==> src/rtl/rom_rr_arbiter.sv <==
// Round-robin arbiter sharing one registered-output ROM among NREQ requesters.
// Grants are combinational; a LAT-deep one-hot tag pipeline routes each returned word.
module rom_rr_arbiter #(
  parameter int NREQ = 4,
  parameter int AW   = 6,
  parameter int DW   = 20,
  parameter int LAT  = 1
) (
  input  logic               clk,
  input  logic               rst_n,
  input  logic [NREQ-1:0]    req,
  input  logic [NREQ*AW-1:0] addr_in,
  output logic [NREQ-1:0]    gnt,
  output logic [NREQ-1:0]    rvalid,
  output logic [DW-1:0]      rdata,
  output logic               rom_en,
  output logic [AW-1:0]      rom_addr,
  input  logic [DW-1:0]      rom_data
);

  localparam int IW = (NREQ > 1) ? $clog2(NREQ) : 1;
  localparam int SW = IW + 1;

  logic [IW-1:0]   ptr_q, ptr_d;
  logic [IW-1:0]   win;
  logic [IW-1:0]   idx;
  logic [SW-1:0]   sum;
  logic            found;
  logic [NREQ-1:0] req_eff;
  logic [AW-1:0]   addr_arr [NREQ];
  logic [NREQ-1:0] tag_q [LAT];

  // Requests are masked while reset is held so no grant or ROM read leaks out.
  assign req_eff = rst_n ? req : '0;

  for (genvar i = 0; i < NREQ; i++) begin : g_addr
    assign addr_arr[i] = addr_in[i*AW +: AW];
  end

  always_comb begin
    found = 1'b0;
    win   = '0;
    idx   = '0;
    sum   = '0;
    for (int k = 0; k < NREQ; k++) begin
      sum = {1'b0, ptr_q} + SW'(k);
      if (sum >= SW'(NREQ)) sum = sum - SW'(NREQ);
      idx = sum[IW-1:0];
      if (!found && req_eff[idx]) begin
        found = 1'b1;
        win   = idx;
      end
    end
  end

  always_comb begin
    gnt      = '0;
    rom_en   = 1'b0;
    rom_addr = '0;
    ptr_d    = ptr_q;
    if (found) begin
      gnt[win] = 1'b1;
      rom_en   = 1'b1;
      rom_addr = addr_arr[win];
      if (win == IW'(NREQ - 1)) ptr_d = '0;
      else                      ptr_d = win + 1'b1;
    end
  end

  // Stage 0 captures the grant vector; the last stage is the rvalid strobe.
  always_ff @(posedge clk or negedge rst_n) begin
    if (!rst_n) begin
      ptr_q <= '0;
      for (int k = 0; k < LAT; k++) tag_q[k] <= '0;
    end else begin
      ptr_q    <= ptr_d;
      tag_q[0] <= gnt;
      for (int k = 1; k < LAT; k++) tag_q[k] <= tag_q[k-1];
    end
  end

  assign rvalid = tag_q[LAT-1];
  assign rdata  = rom_data;

  a_gnt_onehot0:    assert property (@(posedge clk) $onehot0(gnt));
  a_rvalid_onehot0: assert property (@(posedge clk) $onehot0(rvalid));
  a_rom_en_gnt:     assert property (@(posedge clk) rom_en == (|gnt));

endmodule
==> config.mk <==
export PLATFORM = sky130hd
export DESIGN_NAME = rom_rr_arbiter
export DESIGN_NICKNAME = d
export VERILOG_FILES = /design/src/rtl/rom_rr_arbiter.sv
export SDC_FILE = /design/constraint.sdc
export NUM_CORES = 1
export LEC_CHECK = 0
export BUFFER_PORTS_ARGS = -buffer_cell sky130_fd_sc_hd__buf_2
export CORE_UTILIZATION = 33
export DETAILED_ROUTE_END_ITERATION = 8
export PLACE_DENSITY = 0.91
export SETUP_SLACK_MARGIN = 0.4
export SLEW_MARGIN = 15
export SYNTH_ARGS = -nofsm -noshare
export SYNTH_HDL_FRONTEND = slang
export SYNTH_SLANG_ARGS = --single-unit
==> constraint.sdc <==
create_clock -name clk -period 2.33 [get_ports clk]
set_clock_uncertainty 0.2 [all_clocks]
set_input_delay 0.3495 -clock clk [delete_from_list [all_inputs] [get_ports clk]]
set_output_delay 0.3495 -clock clk [all_outputs]
set_load 0.005 [all_outputs]
==> results of run 1 <==
==> worst max path at each step <==
stage / start / cells after the start / end / slack [ns]
floorplan: ptr_q[1]$_DFFE_PN0P_ / 6 / rom_addr[0] / 0.35
global placement: req[2] / 7 / rom_addr[4] / 0.06
detailed placement: req[2] / 7 / rom_addr[3] / -0.02
CTS: ptr_q[1]$_DFFE_PN0P_ / 6 / rom_addr[2] / -0.06
global route: ptr_q[0]$_DFFE_PN0P_ / 8 / gnt[0] / -0.1
finish: ptr_q[1]$_DFFE_PN0P_ / 6 / rom_addr[2] / -0.03
==> critical path, delay by kind of cell (launching register included) <==
family | cells | cell delay (ns)
buf+inv | 1 | 0.13
compound gates | 2 | 0.29
simple gates | 3 | 0.68
flops | 1 | 0.45
==> final cells by class <==
type / count / area (µm²) / share of cell area
well taps: 27 / 33.8 / 0.0320
multi-input cells: 50 / 523 / 0.496
inverters: 4 / 15.0 / 0.0142
flip-flops and latches: 6 / 151 / 0.144
clock buffers: 3 / 22.5 / 0.0214
repair buffers: 54 / 309 / 0.293
==> per-stage QoR <==
step | instances | hold WS [ns] | worst slack, ns | setup TNS [ns] | util
6_report | 144 | 0.264 | -0.0272 | -0.0827 | 0.522
3_3_place_gp | 135 | 0.0972 | 0.0583 | 0 | 0.447
2_1_floorplan | 82 | -0.146 | 0.345 | 0 | -
5_1_grt | 144 | 0.301 | -0.0953 | -0.841 | 0.522
4_1_cts | 143 | 0.253 | -0.0560 | -0.344 | 0.501
3_5_place_dp | 135 | 0.113 | -0.0156 | -0.0552 | 0.447
==> state kept, by name, indices dropped and copies added (netlist names) <==
| register | count |
|---|---|
| ptr_q | 2 |
| rvalid | 4 |
==> synth_stat cells, drive strengths merged, types with 2 or more instances <==
cell type / n / area share
a21oi: 5 / 0.039
and2: 4 / 0.034
buf: 22 / 0.23
dfrtp: 6 / 0.21
ha: 4 / 0.068
inv: 4 / 0.021
mux2i: 12 / 0.16
nand2: 2 / 0.010
nand2b: 3 / 0.026
nor2: 2 / 0.010
o21ai: 4 / 0.027
o22ai: 6 / 0.051
==> layer usage <==
layer / up-vias / GRT usage
li1: 338 / -
met1: 305 / 0.152
met2: 44 / 0.315
met3: 9 / 0.0405
met4: 0 / 0.127
met5: - / 0
==> power breakdown <==
group	total, mW	internal [mW]	switching (mW)
sequential	0.157	0.131	0.0262
combinational	0.450	0.257	0.194
clock	0.0996	0.0585	0.0411
total	0.707	0.446	0.261
==> timing repair <==
action | CTS | global route
buffers inserted | 4 | 1
resized for setup | 10 | 9
pin swaps | 7 | 2
hold buffers | 1 | 0
hold endpoints to repair | 6 | 0
setup endpoints to repair | 11 | 11
==> kinds of logic (layout without fill, tap and decap cells) <==
logic type,after synthesis,in the layout,share of synthesized area
muxes,13,13,0.180
adders and majority gates,4,4,0.0685
and+or+nand+nor,15,15,0.135
DFF,6,6,0.205
AOI/OAI and AO/OA,18,18,0.158
buffers and inverters,26,61,0.253
==> metrics.md, run 1 <==
| Metric | Value |
|---|---|
| H-tree levels | `1` |
| RSZ-0062 raised after global routing | `yes` |
| Crit path launch type | `register` |
| Via count | `696` |
| Number of flops mapped to enable cells by yosys | `0` |
| Placement Rows | `16` |
| CP arrival | `1.81 ns` |
| Fillers | `191` |
| Final nets | `173` |
| VDD IR-drop max | `0.301 mV` |
| Final min period | `2.36 ns` |
| Commonest non-fill, non-tap cell in the layout | `buf_2` |
| RePlAce Congestion | `0.686` |
| I/O pins | `85` |
| End of the worst hold path | `ptr_q[0]$_DFFE_PN0P_` |
| #FFs+latches synth | `6` |
| WL/cell | `12.8 µm` |
| Overflow left after global routing | `0` |
| Leakage dissipation | `0.530 nW` |
| Vias in the first global route | `734` |
| Worst EP required | `1.78 ns` |
| Seq/Total Area, Yosys | `0.205` |
| Worst Hold Class | `input pin to register` |
| Chip Width | `49.1 µm` |
| Sink Count | `6` |
| Largest net degree at the start of global routing | `9` |
| Worst slew margin | `0.777` |
| PD cells | `670 nW/µm²` |
| Met1 WL | `661 µm` |
| Core region area | `2020 µm²` |
| Max-slew violation count | `0` |
| Failing checks | `negative setup slack` |
| Max Clk Rate | `0.424 GHz` |
| Critical-path cell list | `nand2b_4 > a21oi_4 > nor3b_2 > or3b_4 > o22ai_2 > buf_2` |
| Share of layout cells above drive strength 1 | `0.701` |
| Outcome | `finished, violations left` |
| Cells on worst reg2reg path | `6` |
| Mapped Area | `731 µm²` |
| Final HPWL DP | `1500 µm` |
| Largest stage delay on the critical path | `0.45 ns` |
| Reg2reg end | `ptr_q[1]$_DFFE_PN0P_` |
| Final worst path period share | `1.01` |
| Register clock-pin slew on the reported worst setup and hold paths | `0.05 ns` |
| Commonest cells after routing, fill and taps aside | `44 x buf_2, 8 x mux2i_1, 6 x o22ai_2, 6 x buf_4, 5 x dfrtp_1` |
| Main synth FF type | `dfrtp_1` |
| Root Buffer | `clkbuf_4` |
| Final Hold Viols | `0` |
| Least-Margin Pin Slew | `0.330 ns` |
| Dpl cell area | `905 µm²` |
| Ys Warns | `0` |
| Die area | `2410 µm²` |
| CP max FO | `7` |
| Post-route ant nets | `0` |
| Routed WL | `1840 µm` |
| Metal3 WL | `153 µm` |
| First-pass GRT wire length | `3060 µm` |
| Chip height | `49.1 µm` |
| Max-cap viol count | `0` |
| Initial Util | `0.361` |
| Cell count after synthesis | `82` |
| Post-route cell area | `1050 µm²` |
| CP Class | `register to primary output` |
| Min-delay src | `req[1]` |
| Reg2Reg Setup Slack | `0.42 ns` |
| Metal2 WL | `982 µm` |
| Async S/R FF share, synth | `1.00` |
| Yosys cell types | `24` |
| Drt first pass iters | `2` |
| Clock buffer count from CTS | `3` |
| Total power | `0.707 mW` |
| Critical path's slowest cell | `dfrtp_2` |
| Starting DRT DRC Count | `2` |
| CTS tree | `built` |
| # port buffers | `44` |
| Worst setup EP type | `primary output` |
| Initial antenna violation count | `0` |
| Drt via density | `4.83` |
| Area Overhead vs Synth | `44.3%` |
| Mean post-synth cell area | `8.91 µm²` |
| Top sig layer | `met4` |
| GRT Overall Usage | `0.167` |
| Drt drc | `0` |
| Fin worst setup slack | `-0.0272 ns` |
| Syn nets | `136` |
| Clk buf depth | `2` |
| Ant diodes | `0` |
| Setup Viol. Count Final | `5` |
| Worst hold path cell count | `4` |
| Clk_lat worst skew | `0.25 ns` |
| R2R Path Start | `ptr_q[1]$_DFFE_PN0P_` |
No activity file was read; power rests on OpenSTA's default activity.
==> inputs of run 2 (changes only) <==
--- a/config.mk
+++ b/config.mk
@@ -5,10 +5,11 @@
 export SDC_FILE = /design/constraint.sdc
 export NUM_CORES = 1
 export LEC_CHECK = 0
-export BUFFER_PORTS_ARGS = -buffer_cell sky130_fd_sc_hd__buf_2
-export CORE_UTILIZATION = 33
+export CORE_AREA = 2 2 39 41
 export DETAILED_ROUTE_END_ITERATION = 8
-export PLACE_DENSITY = 0.91
+export DIE_AREA = 0 0 41 43
+export DONT_BUFFER_PORTS = 1
+export PLACE_DENSITY = 0.81
 export SETUP_SLACK_MARGIN = 0.4
 export SLEW_MARGIN = 15
 export SYNTH_ARGS = -nofsm -noshare
==> metrics.md, run 2 (synthesis results as in run 1) <==
| Metric | Value |
|---|---|
| Core region area | `1380 µm² (was 2020 µm²)` |
| Pint | `0.405 mW (was 0.446 mW)` |
| Register clock-pin slew on the reported worst setup and hold paths | `0.05 ns (about the same)` |
| PD cells | `778 nW/µm² (was 670 nW/µm²)` |
| First-pass GRT wire length | `2390 µm (was 3060 µm)` |
| H-tree levels | `1 (unchanged)` |
| Post-route ant nets | `0 (unchanged)` |
| Final min period | `2.25 ns (was 2.36 ns)` |
| Via count | `552 (was 696)` |
| Commonest cells after routing, fill and taps aside | `10 x mux2i_1, 5 x o22ai_2, 5 x dfrtp_1, 5 x buf_4 (was 44 x buf_2, 8 x mux2i_1, 6 x o22ai_2, 6 x buf_4, 5 x dfrtp_1)` |
| Gate power share | `0.609 (was 0.637)` |
| Sw frac | `0.368 (was 0.369)` |
| Root Buffer | `clkbuf_4 (unchanged)` |
| RSZ-0062 raised after global routing | `yes (unchanged)` |
| CTS tree | `built (unchanged)` |
| Worst slew margin | `0.754 (was 0.777)` |
| Clock power share | `0.150 (was 0.141)` |
| Final TNS setup | `0 ns (was -0.0827 ns)` |
| WL/cell | `17.5 µm (was 12.8 µm)` |
| Placement Rows | `14 (was 16)` |
| Final nets | `127 (was 173)` |
| Clock buffer count from CTS | `3 (unchanged)` |
| Ant diodes | `0 (unchanged)` |
| RePlAce Congestion | `0.682 (was 0.686)` |
| Drt drc | `0 (unchanged)` |
| Final HPWL DP | `1170 µm (was 1500 µm)` |
| Worst setup EP type | `primary output (unchanged)` |
| Routed WL | `1520 µm (was 1840 µm)` |
| Commonest non-fill, non-tap cell in the layout | `mux2i_1 (was buf_2)` |
| Die area | `1760 µm² (was 2410 µm²)` |
| Chip height | `43 µm (was 49.1 µm)` |
| Largest net degree at the start of global routing | `16 (was 9)` |
| Max reg flops | `4 (unchanged)` |
| Leakage dissipation | `0.335 nW (was 0.530 nW)` |
| Outcome | `complete, no violations (was finished, violations left)` |
| Overflow left after global routing | `0 (unchanged)` |
| Final Hold Viols | `0 (unchanged)` |
| Crit path launch type | `register (unchanged)` |
| Setup Viol. Count Final | `0 (was 5)` |
| Max-cap viol count | `0 (unchanged)` |
| Worst EP required | `1.78 ns (about the same)` |
| Starting DRT DRC Count | `2 (unchanged)` |
| GRT Overall Usage | `0.193 (was 0.167)` |
| Max Clk Rate | `0.445 GHz (was 0.424 GHz)` |
| # port buffers | `0 (was 44)` |
| Fin worst setup slack | `0.0818 ns (was -0.0272 ns)` |
| Final worst path period share | `0.965 (was 1.01)` |
| CP arrival | `1.70 ns (was 1.81 ns)` |
| I/O pins | `85 (unchanged)` |
| Least-Margin Pin Slew | `0.370 ns (was 0.330 ns)` |
| CP max FO | `6 (was 7)` |
| Clk buf depth | `2 (unchanged)` |
| Initial antenna violation count | `0 (unchanged)` |
| Share of layout cells above drive strength 1 | `0.521 (was 0.701)` |
| Net switching power | `0.236 mW (was 0.261 mW)` |
| CP Class | `register to primary output (unchanged)` |
| Pre-CTS setup slack | `0.176 ns (was -0.0156 ns)` |
| Post-route cell area | `823 µm² (was 1050 µm²)` |
| Initial Util | `0.528 (was 0.361)` |
| Area Overhead vs Synth | `12.7% (was 44.3%)` |
| Sequential share of power | `0.241 (was 0.222)` |
| Worst Hold Class | `input pin to register (unchanged)` |
| Max-slew violation count | `0 (unchanged)` |
| Drt via density | `6.34 (was 4.83)` |
| Vias in the first global route | `594 (was 734)` |
| VDD IR-drop max | `0.322 mV (was 0.301 mV)` |
| Sink Count | `6 (unchanged)` |
| Chip Width | `41 µm (was 49.1 µm)` |
| Drt first pass iters | `2 (unchanged)` |
| Dpl cell area | `648 µm² (was 905 µm²)` |
| Clk_lat worst skew | `0.25 ns (about the same)` |
-- run 2: changes by cell type in the layout (fill, tap and decap cells not counted), moves of 2 or more --
cell     delta
mux2i_1     +2
buf_2      -44
buf_6       -2
mux2i_2     -2
-- run 2: final timing paths --
| path | start | endpoint | slack (ns) | cells after the start |
|---|---|---|---|---|
| min in group asynchronous | rst_n | rvalid[0]$_DFF_PN0_ | 0.21 | 1 |
| worst max register to register | ptr_q[1]$_DFFE_PN0P_ | ptr_q[1]$_DFFE_PN0P_ | 0.38 | 6 |
| worst min-delay path | req[2] | ptr_q[0]$_DFFE_PN0P_ | 0.06 | 2 |
| worst max-delay path | ptr_q[1]$_DFFE_PN0P_ | gnt[0] | 0.08 | 5 |
| worst min register to register | ptr_q[0]$_DFFE_PN0P_ | ptr_q[0]$_DFFE_PN0P_ | 0.38 | 2 |
| max in group asynchronous | rst_n | ptr_q[1]$_DFFE_PN0P_ | 1.49 | 1 |
-- run 2: layout make-up --
class | instances | area [µm²]
Tap cell | 16 | 20.0
Inverter | 4 | 15.0
Fill cell | 114 | 561
Multi-Input combinational cell | 50 | 536
Clock buffer | 3 | 22.5
Sequential cell | 6 | 151
Timing Repair Buffer | 8 | 78.8
-- run 2: worst max-delay path: stages, from the launching register on --
cell	delay, ns
dfrtp_2	0.43
buf_4	0.15
a2111oi_4	0.43
nor2_4	0.08
ha_1	0.20
and2_1	0.16
-- run 2: what timing repair did --
action                                  4_1_cts  5_1_grt
resized for setup                            17        5
buffers inserted                              5        1
hold buffers                                  1        0
endpoints found under the hold margin         6        0
pin swaps                                    10        3
endpoints found under the setup margin       13       11
-- run 2: metal layers --
layer / share of wire / GRT usage
met5: 0 / 0
met3: 0.13 / 0.0733
met1: 0.33 / 0.215
met4: 0.012 / 0.0800
met2: 0.54 / 0.309
-- run 2: power by group through the flow --
stage / Sequential, mW / Clock, mW / Combinational, mW
global placement: 0.156 / 0 / 0.250
global route: 0.159 / 0.107 / 0.423
floorplan: 0.150 / 0 / 0.265
finish: 0.154 / 0.0961 / 0.390
CTS: 0.153 / 0.0978 / 0.367
detailed placement: 0.157 / 0 / 0.254
-- run 2: metrics by stage --
step | std cells | utilization | hold WS [ns] | power, mW
3_3_place_gp | 77 | 0.468 | -0.146 | 0.406
3_5_place_dp | 77 | 0.468 | -0.146 | 0.411
2_1_floorplan | 82 | - | -0.146 | 0.415
4_1_cts | 86 | 0.576 | 0.0545 | 0.618
6_report | 87 | 0.595 | 0.0567 | 0.640
5_1_grt | 87 | 0.595 | 0.0594 | 0.689
